$ cat src/rtl/adc_logger_pkg.sv
// Shared constants and types for the ADC logging path: sample width,
// averaging FSM states and default sizing.
package adc_logger_pkg;

  localparam int SAMPLE_W       = 8;
  localparam int AVG_LOG2_DEF   = 2;
  localparam int DEPTH_LOG2_DEF = 4;
  localparam int DROP_CNT_W     = 8;

  typedef enum logic [1:0] {
    IDLE  = 2'd0,
    ACCUM = 2'd1,
    WRITE = 2'd2
  } avg_state_t;

endpackage

$ cat src/rtl/sync_fifo_fwft.sv
// Single-clock first-word-fall-through FIFO; the head word is presented
// combinationally whenever the FIFO holds at least one entry.
module sync_fifo_fwft #(
  parameter int WIDTH      = 8,
  parameter int DEPTH_LOG2 = 4
) (
  input  logic                  clk,
  input  logic                  rst,
  input  logic                  push,
  input  logic [WIDTH-1:0]      wr_data,
  input  logic                  pop,
  output logic [WIDTH-1:0]      rd_data,
  output logic                  rd_valid,
  output logic                  full,
  output logic [DEPTH_LOG2:0]   level
);

  localparam int DEPTH = 2 ** DEPTH_LOG2;
  localparam logic [DEPTH_LOG2:0] DEPTH_CNT = (DEPTH_LOG2 + 1)'(DEPTH);

  logic [WIDTH-1:0]      mem [DEPTH];
  logic [DEPTH_LOG2-1:0] wr_ptr;
  logic [DEPTH_LOG2-1:0] rd_ptr;
  logic [DEPTH_LOG2:0]   count;
  logic                  do_push;
  logic                  do_pop;

  // A full FIFO still accepts a push when the head leaves in the same cycle.
  always_comb begin
    do_pop   = pop && (count != '0);
    do_push  = push && ((count != DEPTH_CNT) || do_pop);
    rd_valid = (count != '0);
    full     = (count == DEPTH_CNT);
    level    = count;
    rd_data  = rd_valid ? mem[rd_ptr] : '0;
  end

  always_ff @(posedge clk) begin
    if (do_push) mem[wr_ptr] <= wr_data;
  end

  always_ff @(posedge clk) begin
    if (rst) begin
      wr_ptr <= '0;
      rd_ptr <= '0;
      count  <= '0;
    end else begin
      if (do_push) wr_ptr <= wr_ptr + DEPTH_LOG2'(1);
      if (do_pop)  rd_ptr <= rd_ptr + DEPTH_LOG2'(1);
      case ({do_push, do_pop})
        2'b10:   count <= count + (DEPTH_LOG2 + 1)'(1);
        2'b01:   count <= count - (DEPTH_LOG2 + 1)'(1);
        default: count <= count;
      endcase
    end
  end

endmodule

$ cat src/rtl/sample_avg_fifo.sv
// Boxcar-averages 2^AVG_LOG2 ADC samples and queues each average in a FWFT
// FIFO; averages that find the FIFO full are counted as drops.
module sample_avg_fifo
  import adc_logger_pkg::*;
#(
  parameter int AVG_LOG2   = AVG_LOG2_DEF,
  parameter int DEPTH_LOG2 = DEPTH_LOG2_DEF
) (
  input  logic                  CLK_50MHz,
  input  logic                  RESET,
  input  logic                  Log_enable,
  input  logic [SAMPLE_W-1:0]   Sample_in,
  input  logic                  Sample_strobe,
  output logic [SAMPLE_W-1:0]   Rd_data,
  output logic                  Rd_valid,
  input  logic                  Rd_ready,
  output logic [DEPTH_LOG2:0]   Fill_level,
  output logic                  Overflow,
  output logic [DROP_CNT_W-1:0] Drop_count,
  input  logic                  Clear_overflow
);

  localparam int ACC_W = SAMPLE_W + AVG_LOG2;
  localparam int CNT_W = AVG_LOG2 + 1;
  localparam logic [CNT_W-1:0] CNT_LAST = CNT_W'(2 ** AVG_LOG2);

  avg_state_t          state_q, state_d;
  logic [ACC_W-1:0]    acc_q, acc_d;
  logic [CNT_W-1:0]    cnt_q, cnt_d;
  logic                take;
  logic                done;
  logic                wr_push;
  logic [SAMPLE_W-1:0] avg;
  logic                fifo_full;
  logic                drop;

  function automatic logic [DROP_CNT_W-1:0] sat_inc(input logic [DROP_CNT_W-1:0] v);
    return (&v) ? v : v + DROP_CNT_W'(1);
  endfunction

  always_ff @(posedge CLK_50MHz) begin
    if (RESET) begin
      state_q <= IDLE;
      acc_q   <= '0;
      cnt_q   <= '0;
    end else begin
      state_q <= state_d;
      acc_q   <= acc_d;
      cnt_q   <= cnt_d;
    end
  end

  // WRITE starts a fresh sum, so a strobe landing there becomes sample one.
  always_comb begin
    take  = Log_enable && Sample_strobe && (state_q != IDLE);
    acc_d = (state_q == WRITE) ? '0 : acc_q;
    cnt_d = (state_q == WRITE) ? '0 : cnt_q;
    if (take) begin
      acc_d = acc_d + ACC_W'(Sample_in);
      cnt_d = cnt_d + CNT_W'(1);
    end
    if (!Log_enable) begin
      acc_d = '0;
      cnt_d = '0;
    end
    done = take && (cnt_d == CNT_LAST);
  end

  always_comb begin
    state_d = state_q;
    if (!Log_enable) begin
      state_d = IDLE;
    end else begin
      case (state_q)
        IDLE:    state_d = ACCUM;
        ACCUM:   state_d = done ? WRITE : ACCUM;
        WRITE:   state_d = done ? WRITE : ACCUM;
        default: state_d = IDLE;
      endcase
    end
  end

  always_comb begin
    wr_push = (state_q == WRITE);
    avg     = acc_q[AVG_LOG2 +: SAMPLE_W];
    drop    = wr_push && fifo_full && !(Rd_valid && Rd_ready);
  end

  sync_fifo_fwft #(
    .WIDTH      (SAMPLE_W),
    .DEPTH_LOG2 (DEPTH_LOG2)
  ) u_fifo (
    .clk      (CLK_50MHz),
    .rst      (RESET),
    .push     (wr_push),
    .wr_data  (avg),
    .pop      (Rd_ready),
    .rd_data  (Rd_data),
    .rd_valid (Rd_valid),
    .full     (fifo_full),
    .level    (Fill_level)
  );

  // Clear takes priority over a drop in the same cycle.
  always_ff @(posedge CLK_50MHz) begin
    if (RESET || Clear_overflow) begin
      Overflow   <= 1'b0;
      Drop_count <= '0;
    end else if (drop) begin
      Overflow   <= 1'b1;
      Drop_count <= sat_inc(Drop_count);
    end
  end

endmodule

$ cat config.mk
export PLATFORM = sky130hd
export DESIGN_NAME = sample_avg_fifo
export DESIGN_NICKNAME = d
export VERILOG_FILES = /design/src/rtl/adc_logger_pkg.sv /design/src/rtl/sync_fifo_fwft.sv /design/src/rtl/sample_avg_fifo.sv
export SDC_FILE = /design/constraint.sdc
export NUM_CORES = 1
export LEC_CHECK = 0
export CORE_ASPECT_RATIO = 2
export CORE_MARGIN = 1
export CORE_UTILIZATION = 40
export CTS_BUF_LIST = sky130_fd_sc_hd__clkbuf_4
export CTS_CLUSTER_SIZE = 16
export DETAILED_ROUTE_END_ITERATION = 16
export PLACE_DENSITY = 0.58
export SLEW_MARGIN = 20
export SYNTH_ARGS = -nofsm -noshare
export SYNTH_HDL_FRONTEND = slang
export SYNTH_SLANG_ARGS = --single-unit
$ cat constraint.sdc
create_clock -name CLK_50MHz -period 2.8 [get_ports CLK_50MHz]
set_input_delay 0.56 -clock CLK_50MHz [delete_from_list [all_inputs] [get_ports CLK_50MHz]]
set_output_delay 0.56 -clock CLK_50MHz [all_outputs]
set_load 0.005 [all_outputs]
==> results of run 1 <==
synth_stat cells (4+ instances only):
master      n  share of area, %
and2_1     10              0.86
a21o_1      4              0.41
o22ai_1     8              0.69
nand3_1    12              0.82
a211oi_1    5              0.51
mux4_2     32               9.9
nor3_1      8              0.55
buf_2       4              0.27
and4_1      4              0.48
nand2_1    23               1.2
clkbuf_1   13              0.67
a21oi_1    17               1.2
and3_1      5              0.43
dfxtp_1    41                11
nor2b_1    14               1.2
o21ai_0     9              0.62
nor2_1     29               1.5
edfxtp_1  128                53
xor2_1      5              0.60
mux2i_1    21               2.9
ha_1       21               3.6
inv_1       9              0.46
nand2b_1    7              0.60
xnor2_1    11               1.3
worst paths after layout:
| kind | endpoint | depth (start not counted) |
|---|---|---|
| setup / recovery | Rd_data[4] | 6 |
| hold / removal | Overflow | 2 |
| setup reg to reg | u_fifo.level[4] | 11 |
| hold reg to reg | Overflow | 2 |
layout make-up:
class,instances,area [µm²],share of cell area [%]
clock inverter,13,178,2.07
antenna,1,2.50,0.0292
timing repair buffer,76,761,8.88
sequential,169,4670,54.5
multi-input combinational,286,2510,29.3
inverter,9,33.8,0.395
clock buffer,19,143,1.67
tap,213,267,3.11
repair_timing:
item | 4_1_cts | 5_1_grt
cloned | 3 | 0
setup endpoints to repair | 9 | 9
resized for setup | 36 | 2
pin swaps | 3 | 2
endpoints found under the hold margin | 0 | 0
buffers inserted | 3 | 0
cell families after synthesis:
logic type,count (synthesis)
mux,54
xor+xnor,16
simple gates,133
fa+ha+maj,23
compound gates,60
flops,169
buf+inv,31
stage by stage:
step | area [µm²] | setup WS, ns | instances | utilization (%) | setup TNS (ns)
3_3_place_gp | 8170 | 0.0563 | 748 | 45.9 | 0
4_1_cts | 8580 | -0.0356 | 786 | 48.3 | -0.177
5_1_grt | 8560 | -0.100 | 786 | 48.1 | -0.497
6_report | 8560 | 0.0334 | 786 | 48.1 | 0
3_5_place_dp | 8170 | 0.0101 | 748 | 45.9 | 0
2_1_floorplan | 7290 | 0.120 | 486 | - | 0
registers in the layout (all words and copies together) (netlist names), named ones only:
name	cells
cnt_q	3
u_fifo.rd_ptr	4
u_fifo.wr_ptr	4
acc_q	10
u_fifo.level	5
state_q	2
u_fifo.mem	128
Overflow	1
Drop_count	8
critical path, stage by stage (launching register included):
cell and delay [ns]:
dfxtp_4 0.44, buf_12 0.13, buf_16 0.14, mux4_2 0.54
mux2i_1 0.16, o22ai_1 0.09, buf_2 0.14
routing by layer:
metal	vias up	global-route usage, %	share of wire (%)
met1	2114	16.7	34
li1	2016	-	-
met4	0	6.96	2.9
met2	73	36.8	60
met3	23	3.53	2.8
met5	-	0	0
power groups by stage:
stage | Combinational (mW) | Clock (mW) | Sequential (mW)
after global placement | 1.64 | 0 | 2.82
final | 1.69 | 1.56 | 2.78
after global routing | 1.84 | 1.69 | 2.79
after CTS | 1.78 | 1.60 | 2.78
after floorplan | 0.937 | 0 | 2.82
after detailed placement | 1.64 | 0 | 2.82
placed cells by master (no fill, tap or decap), types with 19 or more instances in the layout:
cell             Yosys  routed
edfxtp_1           128     128
dfxtp_1             41      40
mux4_2              32      32
buf_4                0      30
nor2_1              29      29
clkdlybuf4s50_1      0      28
nand2_1             23      23
ha_1                21      21
mux2i_1             21      20
clkbuf_4             0      19
==> flow_metrics.env, run 1 <==
export IMPL_status="completed"
export IMPL_finalNetCount=596
export IMPL_synth_seq_cells=169
export IMPL_p_leak_nw=2.95
export IMPL_async_flop_share_pct=0
export IMPL_die_w_um=97.5
export IMPL_grt_pass1_vias=4422
export IMPL_min_period_ns=2.77
export IMPL_avgViaCountPerCell=5.38
export IMPL_worst_slew_pin_slew_ns=0.675
export IMPL_rsz0062_at_grt="yes"
export IMPL_ys_warn_count=0
export IMPL_postSynthAreaPerCell_um2=15.0
export IMPL_p_clk_share_pct=25.9
export IMPL_h_tree_depth=4
export IMPL_grt_usage_pct=17.9
export IMPL_core_um2=17800
export IMPL_dieArea_um2=18800
export IMPL_die_h_um=193
export IMPL_routabilityCongestion=0.778
export IMPL_ys_flop_type="edfxtp_1"
export IMPL_wl_mm=15.9
export IMPL_switching_power_mw=1.68
export IMPL_min_path_type="reg -> reg"
export IMPL_drt_iter0_drc=138
export IMPL_grt_max_degree=33
export IMPL_drc=0
export IMPL_cp_arrival_ns=2.21
export IMPL_dpl_hpwl_mm=11.1
export IMPL_hold_start="Overflow"
export IMPL_path_max_fanout=8
export IMPL_synth_cell_types=54
export IMPL_hold_buffers=0
export IMPL_fmax_mhz=361
export IMPL_period_share_pct=98.8
export IMPL_clk_latency_ns=0.58
export IMPL_cts_root_buffer_cell="clkbuf_4"
export IMPL_fill_cells=1565
export IMPL_start_util_pct=41.0
export IMPL_switching_share_pct=27.8
export IMPL_cts_sinks=169
export IMPL_grt_overflow=0
export IMPL_boundaryPins=37
export IMPL_synthAdderAreaFrac_pct=4.15
export IMPL_synth_edf_count=128
export IMPL_cts_buffer_depth=2
export IMPL_synth_simple_area_share_pct=9.92
export IMPL_final_hold_viol_count=0
export IMPL_num_vias=4226
export IMPL_drv_slew=0
export IMPL_r2r_start="u_fifo.level[0]"
export IMPL_synthMuxAreaShare_pct=13.0
export IMPL_critPathLaunchType="flip-flop"
export IMPL_drtPass1Iterations=4
export IMPL_cp_required_ns=2.24
export IMPL_r2r_slack_ns=0.24
export IMPL_hold_ws_ns=0.506
export IMPL_netlist_area_um2=7290
export IMPL_syn_inst=486
export IMPL_drive_above_1_share_pct=21.9
export IMPL_syn_num_nets=523
export IMPL_yosysSeqAreaShare_pct=64.0
export IMPL_seqPwrFrac_pct=46.1
export IMPL_drv_cap=0
export IMPL_synth_top_family_by_area="multiplexers"
export IMPL_cp_end_kind="output pin"
export IMPL_drtAntennaViolNets=0
export IMPL_finalSetupViolCount=0
export IMPL_p_per_area_nw_per_um2=705
export IMPL_cts_tree="yes"
export IMPL_routedWlPerCell_um=20.2
export IMPL_synth_compound_area_share_pct=5.40
export IMPL_finalPower_mw=6.04
export IMPL_antenna_found_initial=1
export IMPL_ir_worst_vdd_mv=0.375
export IMPL_path_clk_slew_ns=0.14
export IMPL_synthXorXnorAreaFrac_pct=1.92
export IMPL_skew_ns=0.0306
export IMPL_internal_power_mw=4.36
export IMPL_grt_pass1_wl_mm=24.5
export IMPL_cts_buffers=17
export IMPL_num_rows=69
export IMPL_path_class="reg -> out"
export IMPL_maxSlewHeadroom_pct=54.9
export IMPL_pwr_share_comb_pct=28.0
export IMPL_syn_to_final_growth_pct=17.4
export IMPL_io_buffers=36
(Power assumes the default switching activity.)
==> run 2, diff against run 1 <==
--- a/config.mk
+++ b/config.mk
@@ -8,7 +8,7 @@
 export CORE_ASPECT_RATIO = 2
 export CORE_MARGIN = 1
 export CORE_UTILIZATION = 40
-export CTS_BUF_LIST = sky130_fd_sc_hd__clkbuf_4
+export CTS_BUF_LIST = sky130_fd_sc_hd__clkbuf_8
 export CTS_CLUSTER_SIZE = 16
 export DETAILED_ROUTE_END_ITERATION = 16
 export PLACE_DENSITY = 0.58
==> run 2 against run 1 <==
  * Non-clock buffer count decreased by 1
  * Combinational power about the same
  * Largest cell class unchanged
  * Worst setup slack improved by 0.061 ns
  * Clock power increased by 21%
  * Global-route usage about the same
  * Total power increased by 5.5%
  * Count of clock-buffer cells in the layout unchanged
  * Clock skew decreased by 0.015 ns
  * Sequential share of layout area decreased by 0.81 points
  * Core utilization increased by 0.72 points
==> flow_metrics.env, run 2 (synthesis gave the netlist of run 1 again) <==
export IMPL_dieArea_um2=18800
export IMPL_top_regs="u_fifo.mem (128), acc_q (10), Drop_count (8)"
export IMPL_drv_slew=0
export IMPL_min_period_ns=2.71
export IMPL_fmax_mhz=370
export IMPL_syn_to_final_growth_pct=19.2
export IMPL_avgViaCountPerCell=5.36
export IMPL_skew_ns=0.0151
export IMPL_drtPass1Iterations=4
export IMPL_core_um2=17800
export IMPL_largest_reg_flops=128
export IMPL_finalNetCount=595
export IMPL_cp_required_ns=2.24
export IMPL_drive_above_1_share_pct=21.5
export IMPL_p_per_area_nw_per_um2=733
export IMPL_rsz0062_at_grt="no"
export IMPL_cts_tree="yes"
export IMPL_cts_root_buffer_cell="clkbuf_8"
export IMPL_finalInstanceArea_um2=8690
export IMPL_drt_iter0_drc=171
export IMPL_die_w_um=97.5
export IMPL_largest_register="u_fifo.mem"
export IMPL_start_util_pct=41.0
export IMPL_p_leak_nw=3.00
export IMPL_drv_cap=0
export IMPL_routedWlPerCell_um=20.2
export IMPL_drc=0
export IMPL_finalPower_mw=6.37
export IMPL_grt_pass1_vias=4394
export IMPL_drtAntennaViolNets=0
export IMPL_final_cells=784
export IMPL_grt_pass1_wl_mm=24.4
export IMPL_dpl_instance_area_um2=8170
export IMPL_insertedDiodeCount=0
export IMPL_dpl_hpwl_mm=11.1
export IMPL_finalSetupViolCount=0
export IMPL_pre_cts_ws_ns=0.0101
export IMPL_hold_buffers=0
export IMPL_io_buffers=36
export IMPL_routabilityCongestion=0.778
export IMPL_final_cell_mix="128 x edfxtp_1, 40 x dfxtp_1, 32 x mux4_2, 29 x nor2_1, 29 x buf_4"
export IMPL_cp_arrival_ns=2.15
export IMPL_fin_util_pct=48.9
export IMPL_clk_latency_ns=0.45
export IMPL_wl_mm=15.8
export IMPL_hold_ws_ns=0.498
export IMPL_cts_buffer_depth=2
export IMPL_min_path_type="reg -> reg"
export IMPL_period_share_pct=96.6
export IMPL_slowest_stage="clkdlybuf4s50_1"
export IMPL_die_h_um=193
export IMPL_place_inst=748
export IMPL_path_clk_slew_ns=0.09
export IMPL_path_class="reg -> out"
export IMPL_final_common_cell="edfxtp_1"
export IMPL_final_hold_viol_count=0
export IMPL_path_max_fanout=5
export IMPL_worst_slew_pin_slew_ns=0.681
export IMPL_grt_overflow=0
export IMPL_cts_buffers=17
export IMPL_h_tree_depth=4
export IMPL_grt_usage_pct=17.8
export IMPL_cp_end_kind="output pin"
export IMPL_finalWorstSetupSlack_ns=0.0943
export IMPL_setup_tns_ns=0
export IMPL_status="completed"
export IMPL_num_rows=69
export IMPL_slowest_delay_ns=0.46
export IMPL_crit_chain="nor4_4 > nand2b_1 > buf_4 > clkdlybuf4s50_1"
export IMPL_maxSlewHeadroom_pct=54.6
export IMPL_antenna_found_initial=0
export IMPL_critPathLaunchType="flip-flop"
export IMPL_num_vias=4203
export IMPL_ir_worst_vdd_mv=0.284
export IMPL_grt_max_degree=33
export IMPL_cts_sinks=169
export IMPL_boundaryPins=37
[run 2: path summary, 6_finish.rpt]
path | from | endpoint | slack [ns] | cells after the start
setup / recovery | u_fifo.level[0] | Rd_valid | 0.09 | 4
setup reg to reg | u_fifo.level[0] | u_fifo.level[4] | 0.25 | 11
hold / removal | Overflow | Overflow | 0.50 | 2
hold reg to reg | Overflow | Overflow | 0.50 | 2
[run 2: worst max-delay path: cells and delay by family, from the launching register on]
family / cells / cell delay (ns)
buf+inv: 2 / 0.67
flops: 1 / 0.35
simple gates: 2 / 0.68
[run 2: routing by layer]
metal | vias up | share of wire [%] | GRT usage (%)
met1 | 2114 | 35 | 16.5
met4 | 0 | 2.0 | 6.62
met3 | 16 | 2.2 | 3.57
li1 | 2006 | - | -
met2 | 67 | 61 | 37.1
met5 | - | 0 | 0
[run 2: repair_timing]
| item | CTS | global route |
|---|---|---|
| buffers inserted | 2 | 0 |
| resized for setup | 20 | 9 |
| endpoints found under the setup margin | 8 | 9 |
| cloned | 3 | 0 |
| pin swaps | 0 | 4 |
[run 2: cell type report]
cell class | count | area [µm²]
clock buffers | 19 | 262
clock inverters | 13 | 178
repair buffers | 75 | 768
well taps | 213 | 267
multi-input cells | 286 | 2520
fillers | 1546 | 9090
inverters | 9 | 33.8
flip-flops and latches | 169 | 4670
[run 2: report_power, final]
part	internal [mW]	total (mW)	leakage (nW)	switching, mW
combinational	0.930	1.71	1.23	0.780
sequential	2.71	2.78	1.54	0.0696
clock	1.02	1.88	0.232	0.862
